===== config.mk =====
export PLATFORM = sky130hd
export DESIGN_NAME = lc3_controller_param
export DESIGN_NICKNAME = d
export VERILOG_FILES = /design/src/rtl/lc3_controller_param.sv
export SDC_FILE = /design/constraint.sdc
export NUM_CORES = 1
export LEC_CHECK = 0
export ABC_CLOCK_PERIOD_IN_PS = 2700
export BUFFER_PORTS_ARGS = -buffer_cell sky130_fd_sc_hd__buf_2
export CORE_MARGIN = 1.5
export CORE_UTILIZATION = 54
export CTS_CLUSTER_DIAMETER = 50
export DETAILED_ROUTE_END_ITERATION = 12
export PLACE_DENSITY = 0.79
export RECOVER_POWER = 25
export SKIP_LAST_GASP = 1
export SLEW_MARGIN = 20
export SYNTH_ARGS = -nofsm -noshare
export SYNTH_HDL_FRONTEND = slang
export SYNTH_SLANG_ARGS = --single-unit

===== constraint.sdc =====
create_clock -name clock -period 2.7 [get_ports clock]
set_input_delay 0.135 -clock clock [delete_from_list [all_inputs] [get_ports clock]]
set_output_delay 0.135 -clock clock [all_outputs]
set_load 0.05 [all_outputs]

===== src/rtl/lc3_controller_param.sv =====
// lc3_controller_param: multi-cycle LC3 control FSM with memory-wait timeout,
// sticky error, instruction-boundary stall and retired-instruction counter.
`default_nettype none

module lc3_controller_param #(
  parameter int STATE_W     = 4,
  parameter int MEM_TIMEOUT = 255,
  parameter int TMO_W       = 8,
  parameter int CNT_W       = 16,
  parameter int HALT_ON_ERR = 1
) (
  input  logic               clock,
  input  logic               reset,
  input  logic [5:0]         c_control,
  input  logic               complete,
  input  logic               stall,
  output logic [STATE_W-1:0] state,
  output logic               mem_req,
  output logic               mem_we,
  output logic               error,
  output logic [CNT_W-1:0]   instr_count
);

  typedef enum logic [3:0] {
    S_FETCH            = 4'd0,
    S_DECODE           = 4'd1,
    S_EXEC_ALU         = 4'd2,
    S_COMPUTE_TPC      = 4'd3,
    S_COMPUTE_MEM_ADDR = 4'd4,
    S_INDIRECT_READ    = 4'd5,
    S_READ_MEM         = 4'd6,
    S_WRITE_MEM        = 4'd7,
    S_UPDATE_REG       = 4'd8,
    S_UPDATE_PC        = 4'd9,
    S_MEM_ERROR        = 4'd14,
    S_INVALID          = 4'd15
  } state_t;

  localparam bit               TMO_EN   = (MEM_TIMEOUT != 0);
  localparam logic [TMO_W-1:0] TMO_LAST = TMO_EN ? TMO_W'(MEM_TIMEOUT - 1) : '0;
  localparam logic [TMO_W-1:0] TMO_MAX  = '1;

  state_t             state_q, state_d;
  logic [TMO_W-1:0]   wait_q, wait_d;
  logic [CNT_W-1:0]   count_q, count_d;
  logic               error_q, error_d;

  logic [1:0]         ctl_type;
  logic               ctl_store_pc;
  logic [1:0]         ctl_mode;
  logic               ctl_load;
  logic               in_mem;
  logic               retire;

  assign ctl_type     = c_control[5:4];
  assign ctl_store_pc = c_control[3];
  assign ctl_mode     = c_control[2:1];
  assign ctl_load     = c_control[0];

  assign in_mem = (state_q == S_FETCH) || (state_q == S_INDIRECT_READ) ||
                  (state_q == S_READ_MEM) || (state_q == S_WRITE_MEM);
  assign retire = (state_q == S_UPDATE_PC) && !stall;

  always_comb begin
    state_d = state_q;
    case (state_q)
      S_FETCH:       if (complete) state_d = S_DECODE;
      S_DECODE: begin
        case (ctl_type)
          2'b00:   state_d = S_EXEC_ALU;
          2'b01:   state_d = S_COMPUTE_TPC;
          2'b10:   state_d = S_COMPUTE_MEM_ADDR;
          default: state_d = S_INVALID;
        endcase
      end
      S_EXEC_ALU:    state_d = S_UPDATE_REG;
      S_COMPUTE_TPC: state_d = ctl_store_pc ? S_UPDATE_REG : S_UPDATE_PC;
      S_COMPUTE_MEM_ADDR: begin
        case (ctl_mode)
          2'b00:   state_d = S_INDIRECT_READ;
          2'b01:   state_d = S_READ_MEM;
          2'b10:   state_d = S_WRITE_MEM;
          default: state_d = S_UPDATE_REG;
        endcase
      end
      S_INDIRECT_READ: if (complete) state_d = ctl_load ? S_READ_MEM : S_WRITE_MEM;
      S_READ_MEM:    if (complete) state_d = S_UPDATE_REG;
      S_WRITE_MEM:   if (complete) state_d = S_UPDATE_PC;
      S_UPDATE_REG:  state_d = S_UPDATE_PC;
      S_UPDATE_PC:   if (!stall) state_d = S_FETCH;
      S_MEM_ERROR,
      S_INVALID:     if (HALT_ON_ERR == 0) state_d = S_UPDATE_PC;
      default:       state_d = S_INVALID;
    endcase

    // A completing access in the last allowed cycle beats the timeout.
    if (TMO_EN && in_mem && !complete && (wait_q == TMO_LAST))
      state_d = S_MEM_ERROR;
  end

  always_comb begin
    wait_d = wait_q;
    if (state_d != state_q)
      wait_d = '0;
    else if (in_mem && !complete && (wait_q != TMO_MAX))
      wait_d = wait_q + TMO_W'(1);
  end

  assign error_d = error_q || (state_d == S_INVALID) || (state_d == S_MEM_ERROR);
  assign count_d = retire ? count_q + CNT_W'(1) : count_q;

  always_ff @(posedge clock) begin
    if (!reset) begin
      state_q <= S_FETCH;
      wait_q  <= '0;
      count_q <= '0;
      error_q <= 1'b0;
    end else begin
      state_q <= state_d;
      wait_q  <= wait_d;
      count_q <= count_d;
      error_q <= error_d;
    end
  end

  assign state       = STATE_W'(state_q);
  assign mem_req     = in_mem;
  assign mem_we      = (state_q == S_WRITE_MEM);
  assign error       = error_q;
  assign instr_count = count_q;

endmodule

`default_nettype wire

* Word level (Yosys, flattened, before mapping)
Index checks and enable logic that the tools add are counted.
Operators by class: add/subtract/negate cells 2, equality and inequality tests 20, mux-type cells 11, bitwise logic cells 1, reduce and logical (&&, ||, !) cells 16
Operator list (count):
- $pmux 4 s11 | 1
- $eq 4x4->1 const B | 6
- $mux 4 | 6
- $pmux 4 s3 | 2
- $add 16x1->16 const B | 1
- $eq 4x3->1 const B | 4
- $add 8x1->8 const B | 1
- $eq 4x2->1 const B | 2
- $eq 8x8->1 const B | 1
- $ne 8x8->1 const B | 1
- $logic_or 1x1->1 | 5
- $eq 2x1->1 const B | 2
- $eq 2x2->1 const B | 2
- $eq 4x1->1 const B | 1
- $logic_and 1x1->1 | 4
- $logic_not 2->1 | 2
- $logic_not 4->1 | 1
- $ne 4x4->1 | 1
- $reduce_or 2->1 | 2
- $logic_not 1->1 | 2
- $mux 1 | 2
- $not 1->1 | 1
Storage, ports and cells: bits in registers 29, input port bits 10, output and inout bits 23, logic and storage cells 54

* Longest topological paths before layout
depth in word-level cells 10, mapped depth 8, depth with buffers taken out 7

* Least setup slack after synthesis
OpenSTA, ideal clock, no wires.
path kind register to register, from register state_q[1] (netlist: state[1]), to register wait_q[7], library setup time 0.100 ns, data arrival time 2.429 ns, required time 2.600 ns, slack 0.171 ns, cell stages (with the launch flop) 9, path buffers 2, period minus slack after synthesis 2.529 ns, cell sequence dfxtp_1 > buf_2 > nor3_1 > o21a_2 > nand3_2 > a31oi_1 > or4b_1 > buf_6 > a2111oi_4
Between the ends: longest elaborated chain between the ends 9, elaborated cells on any way between the ends 28, those cells by class eq/ne (12); mux (7); reduce/logical (9)
RTL lines:
- start, declared | line 43 | state_t state_q, state_d;
- start signal, assigned | line 119 | state_q <= state_d;
- branches (longest 9 deep; another with $pmux 4 s11)
- end signal, assigned | line 120 | wait_q <= wait_d;
- end, declared | line 44 | logic [TMO_W-1:0] wait_q, wait_d;
Several ways; the timed one is not identified. A chain may end at the register's enable or synchronous reset.

* Worst setup path after layout
from register state_q[3] (netlist: state[3]), to register wait_q[7]
The elaborated chain is that of the path after synthesis.

==> load_flow_metrics.sql <==
INSERT INTO impl_metrics (metric_group, metric, value, unit) VALUES
('critical_path', 'timing.rr.end', 'wait_q[7]', ''),
('synth', 'ys_seq_elements', '29', ''),
('routing', 'viasPerCell', '5.769', ''),
('routing', 'dr.first_iter.drc_count', '92', ''),
('clocking', 'insertion_delay', '0.33', 'ns'),
('clocking', 'cts.sinks', '29', ''),
('synth', 'ys_warn_count', '0', ''),
('clocking', 'ctsResizeCount', '0', ''),
('placed_design', 'placedInstanceArea', '1896', 'um^2'),
('synth', 'synth_async_sr_flop_share', '0', '%'),
('cells_and_area', 'areaGrowthSynthToFinish', '17.16', '%'),
('timing', 'rsz_0062_raised_after_global_routing', 'no', ''),
('global_route', 'grt_use_total', '22.65', '%'),
('power_and_ir_drop', 'leakage', '0.0007680', 'uW'),
('clocking', 'cts-htree-levels', '2', ''),
('synth', 'synth_area_per_inst', '8.631', 'um^2'),
('floorplanning', 'die_outline_width', '58.97', 'um'),
('cells_and_area', 'finish.net_count', '250', ''),
('floorplanning', 'floorplan.core_area', '3003', 'um^2'),
('timing', 'timing.final.crit_period', '2.422', 'ns'),
('routing', 'route.vias.total', '1546', ''),
('critical_path', 'critPathMaxFanout', '9', ''),
('routing', 'detail_route.wl_per_cell', '13.34', 'um'),
('clocking', 'cts.root.buffer_cell', 'sky130_fd_sc_hd__clkbuf_4', ''),
('synth', 'synthesis.instances', '196', ''),
('global_route', 'via_count_of_the_first_global_routing_pass', '1379', ''),
('synth', 'synth_area', '1692', 'um^2'),
('critical_path', 'cp_data_required_time', '2.94', 'ns'),
('critical_path', 'crit_chain', 'or4b_4, o32a_1, nand4_1, or4b_1, a2111oi_4', ''),
('timing', 'finalMaxSlewViolations', '0', ''),
('timing', 'layout_worst_path_cycle_share', '89.69', '%'),
('critical_path', 'crit_path_end_kind', 'flop', ''),
('placed_design', 'hpwl', '2591', 'um'),
('placed_design', 'placement.io_buffers', '32', ''),
('clocking', 'ctsHoldBuffers', '0', ''),
('timing', 'timing.final.setup_violations', '0', ''),
('clocking', 'cts-root-to-sink-buffers', '2', ''),
('cells_and_area', 'fin_area', '1982', 'um^2'),
('run', 'cap_violations', '0', ''),
('critical_path', 'reg2reg_setup_slack', '0.28', 'ns'),
('routing', 'wirelength', '3574', 'um'),
('cells_and_area', 'finalNonFillerCells', '268', ''),
('cells_and_area', 'ff_latch_area', '580.6', 'um^2'),
('placed_design', 'gp_congestion', '0.8342', ''),
('synth', 'synth_nets', '212', ''),
('floorplanning', 'floorplan.initialDensity', '56.33', '%'),
('routing', 'first_pass_iters', '4', ''),
('worst_hold_path', 'worstHoldPathType', 'primary input to flop', ''),
('clocking', 'tritoncts', 'done', ''),
('synth', 'synth_sequential_area_ratio', '34.32', '%'),
('critical_path', 'timing.critical_path.from_type', 'flop', ''),
('worst_hold_path', 'whs_path_depth', '3', ''),
('global_route', 'globalRouteOverflowTotal', '0', ''),
('clocking', 'cts.reportedPaths.clkPinSlew', '0.10', 'ns'),
('placed_design', 'dp_cells', '260', ''),
('timing', 'timing.max_slew.rel_slack', '59.90', '%'),
('cells_and_area', 'multi_input_comb_area', '1031', 'um^2'),
('global_route', 'grt_first_pass_wirelength', '5975', 'um'),
('synth', 'synth_top_cell_area_share', '34.32', '%'),
('cells_and_area', 'n_antenna_cell', '0', ''),
('floorplanning', 'placement_rows', '20', ''),
('floorplanning', 'die_height', '58.97', 'um'),
('cells_and_area', 'num-fill-cells', '270', ''),
('global_route', 'grt_antenna_before_repair', '0', ''),
('global_route', 'grt_start_max_net_pins', '20', ''),
('critical_path', 'critical_path.max_stage_delay', '0.68', 'ns'),
('power_and_ir_drop', 'ir_drop_worst_case_vdd', '780.4', 'uV'),
('timing', 'finClkSkew', '0.007074', 'ns'),
('floorplanning', 'i_o_pins', '33', ''),
('timing', 'hold_viol', '0', ''),
('run_status', 'run_status', 'finished clean', '');
==> synth_stat cells, types with 4 or more instances <==
library cell / n
sky130_fd_sc_hd__inv_1: 6
sky130_fd_sc_hd__nor2_1: 25
sky130_fd_sc_hd__ha_1: 6
sky130_fd_sc_hd__nor3_1: 5
sky130_fd_sc_hd__nand2_1: 16
sky130_fd_sc_hd__xor2_1: 16
sky130_fd_sc_hd__a21oi_1: 7
sky130_fd_sc_hd__dfxtp_1: 29
sky130_fd_sc_hd__nor4_2: 5
sky130_fd_sc_hd__nand3_1: 13
sky130_fd_sc_hd__nand4_1: 8
sky130_fd_sc_hd__a31oi_1: 4
sky130_fd_sc_hd__buf_2: 4
==> critical path: cells and delay by family, from the launching register on <==
family / cells / cell delay (ns)
flip-flops: 1 / 0.41
AND/OR/NAND/NOR: 3 / 1.32
AO/OA/AOI/OAI: 2 / 0.60
==> placed cells by master, fill, tap and decap left out, types with 2 or more instances in the layout <==
master                      Yosys  routed
sky130_fd_sc_hd__nor2_1        25      25
sky130_fd_sc_hd__inv_1          6       6
sky130_fd_sc_hd__o311ai_0       2       2
sky130_fd_sc_hd__and4_1         2       2
sky130_fd_sc_hd__a31oi_1        4       4
sky130_fd_sc_hd__a21oi_1        7       7
sky130_fd_sc_hd__o21ai_0        3       3
sky130_fd_sc_hd__nand3_1       13      13
sky130_fd_sc_hd__clkbuf_1       2      13
sky130_fd_sc_hd__nor4_2         5       5
sky130_fd_sc_hd__ha_1           6       6
sky130_fd_sc_hd__and3_1         3       3
sky130_fd_sc_hd__buf_4          0       7
sky130_fd_sc_hd__nand4_1        8       8
sky130_fd_sc_hd__and2_1         3       3
sky130_fd_sc_hd__dfxtp_1       29      29
sky130_fd_sc_hd__xnor2_1        3       3
sky130_fd_sc_hd__nand3b_1       2       2
sky130_fd_sc_hd__nor3_1         5       5
sky130_fd_sc_hd__nor2b_1        2       2
sky130_fd_sc_hd__clkbuf_4       0       5
sky130_fd_sc_hd__xor2_1        16      16
sky130_fd_sc_hd__nand2_1       16      16
sky130_fd_sc_hd__buf_2          4      19
sky130_fd_sc_hd__bufinv_16      0       2
==> metrics by stage <==
step / setup WS [ns] / hold slack, ns / util [%] / total power (uW)
floorplan: 0.1713 / 0.2511 / - / 1273
global placement: 0.3490 / 0.4009 / 63.13 / 1446
detailed placement: 0.3052 / 0.4002 / 63.13 / 1465
CTS: 0.2816 / 0.04265 / 66.54 / 1915
global route: 0.1608 / 0.03552 / 66.00 / 2017
finish: 0.2785 / 0.05843 / 66.00 / 1905
==> logic make-up (layout without fill, tap and decap cells) <==
group,Yosys count,count (layout),synth area share (%)
xor gates and xnor gates,19,19,9.837
AOI/OAI and AO/OA,33,33,15.16
muxes,2,2,1.257
and+or+nand+nor,91,91,30.25
buffers and inverters,16,55,4.733
DFF,29,29,34.32
adders and majority gates,6,6,4.438
==> state kept, by name (all words and copies together) (netlist names) <==
name,flops
instr_count,16
state,4
error,1
wait_q,8
==> area by class of cell <==
cell class	instances	share of cell area, %
tap	33	2.083
multi-input combinational	151	52.02
clock inverter	3	3.283
timing repair buffer	39	9.912
sequential	29	29.29
clock buffer	5	1.894
inverter	8	1.515
==> power by group <==
group	total (uW)	switching (uW)	internal, uW
sequential	544	73.9	470
combinational	915	588	326
clock	447	160	287
==> worst max-delay path by stage <==
stage	start	end	slack (ns)	cells past startpoint
after detailed placement	state[2]	wait_q[0]	0.31	5
after global routing	state[1]	wait_q[7]	0.16	6
final	state[3]	wait_q[7]	0.28	5
after global placement	state[2]	wait_q[7]	0.35	5
after CTS	state[1]	wait_q[0]	0.28	6
after floorplan	state[1]	wait_q[7]	0.17	8
==> layer usage <==
layer  part of all wire (%)  global-route usage (%)
met3                    4.5                   9.389
met1                     49                   29.93
met5                      0                       0
met2                     46                   34.44
met4                    1.0                   5.519
(Power assumes the default switching activity.)
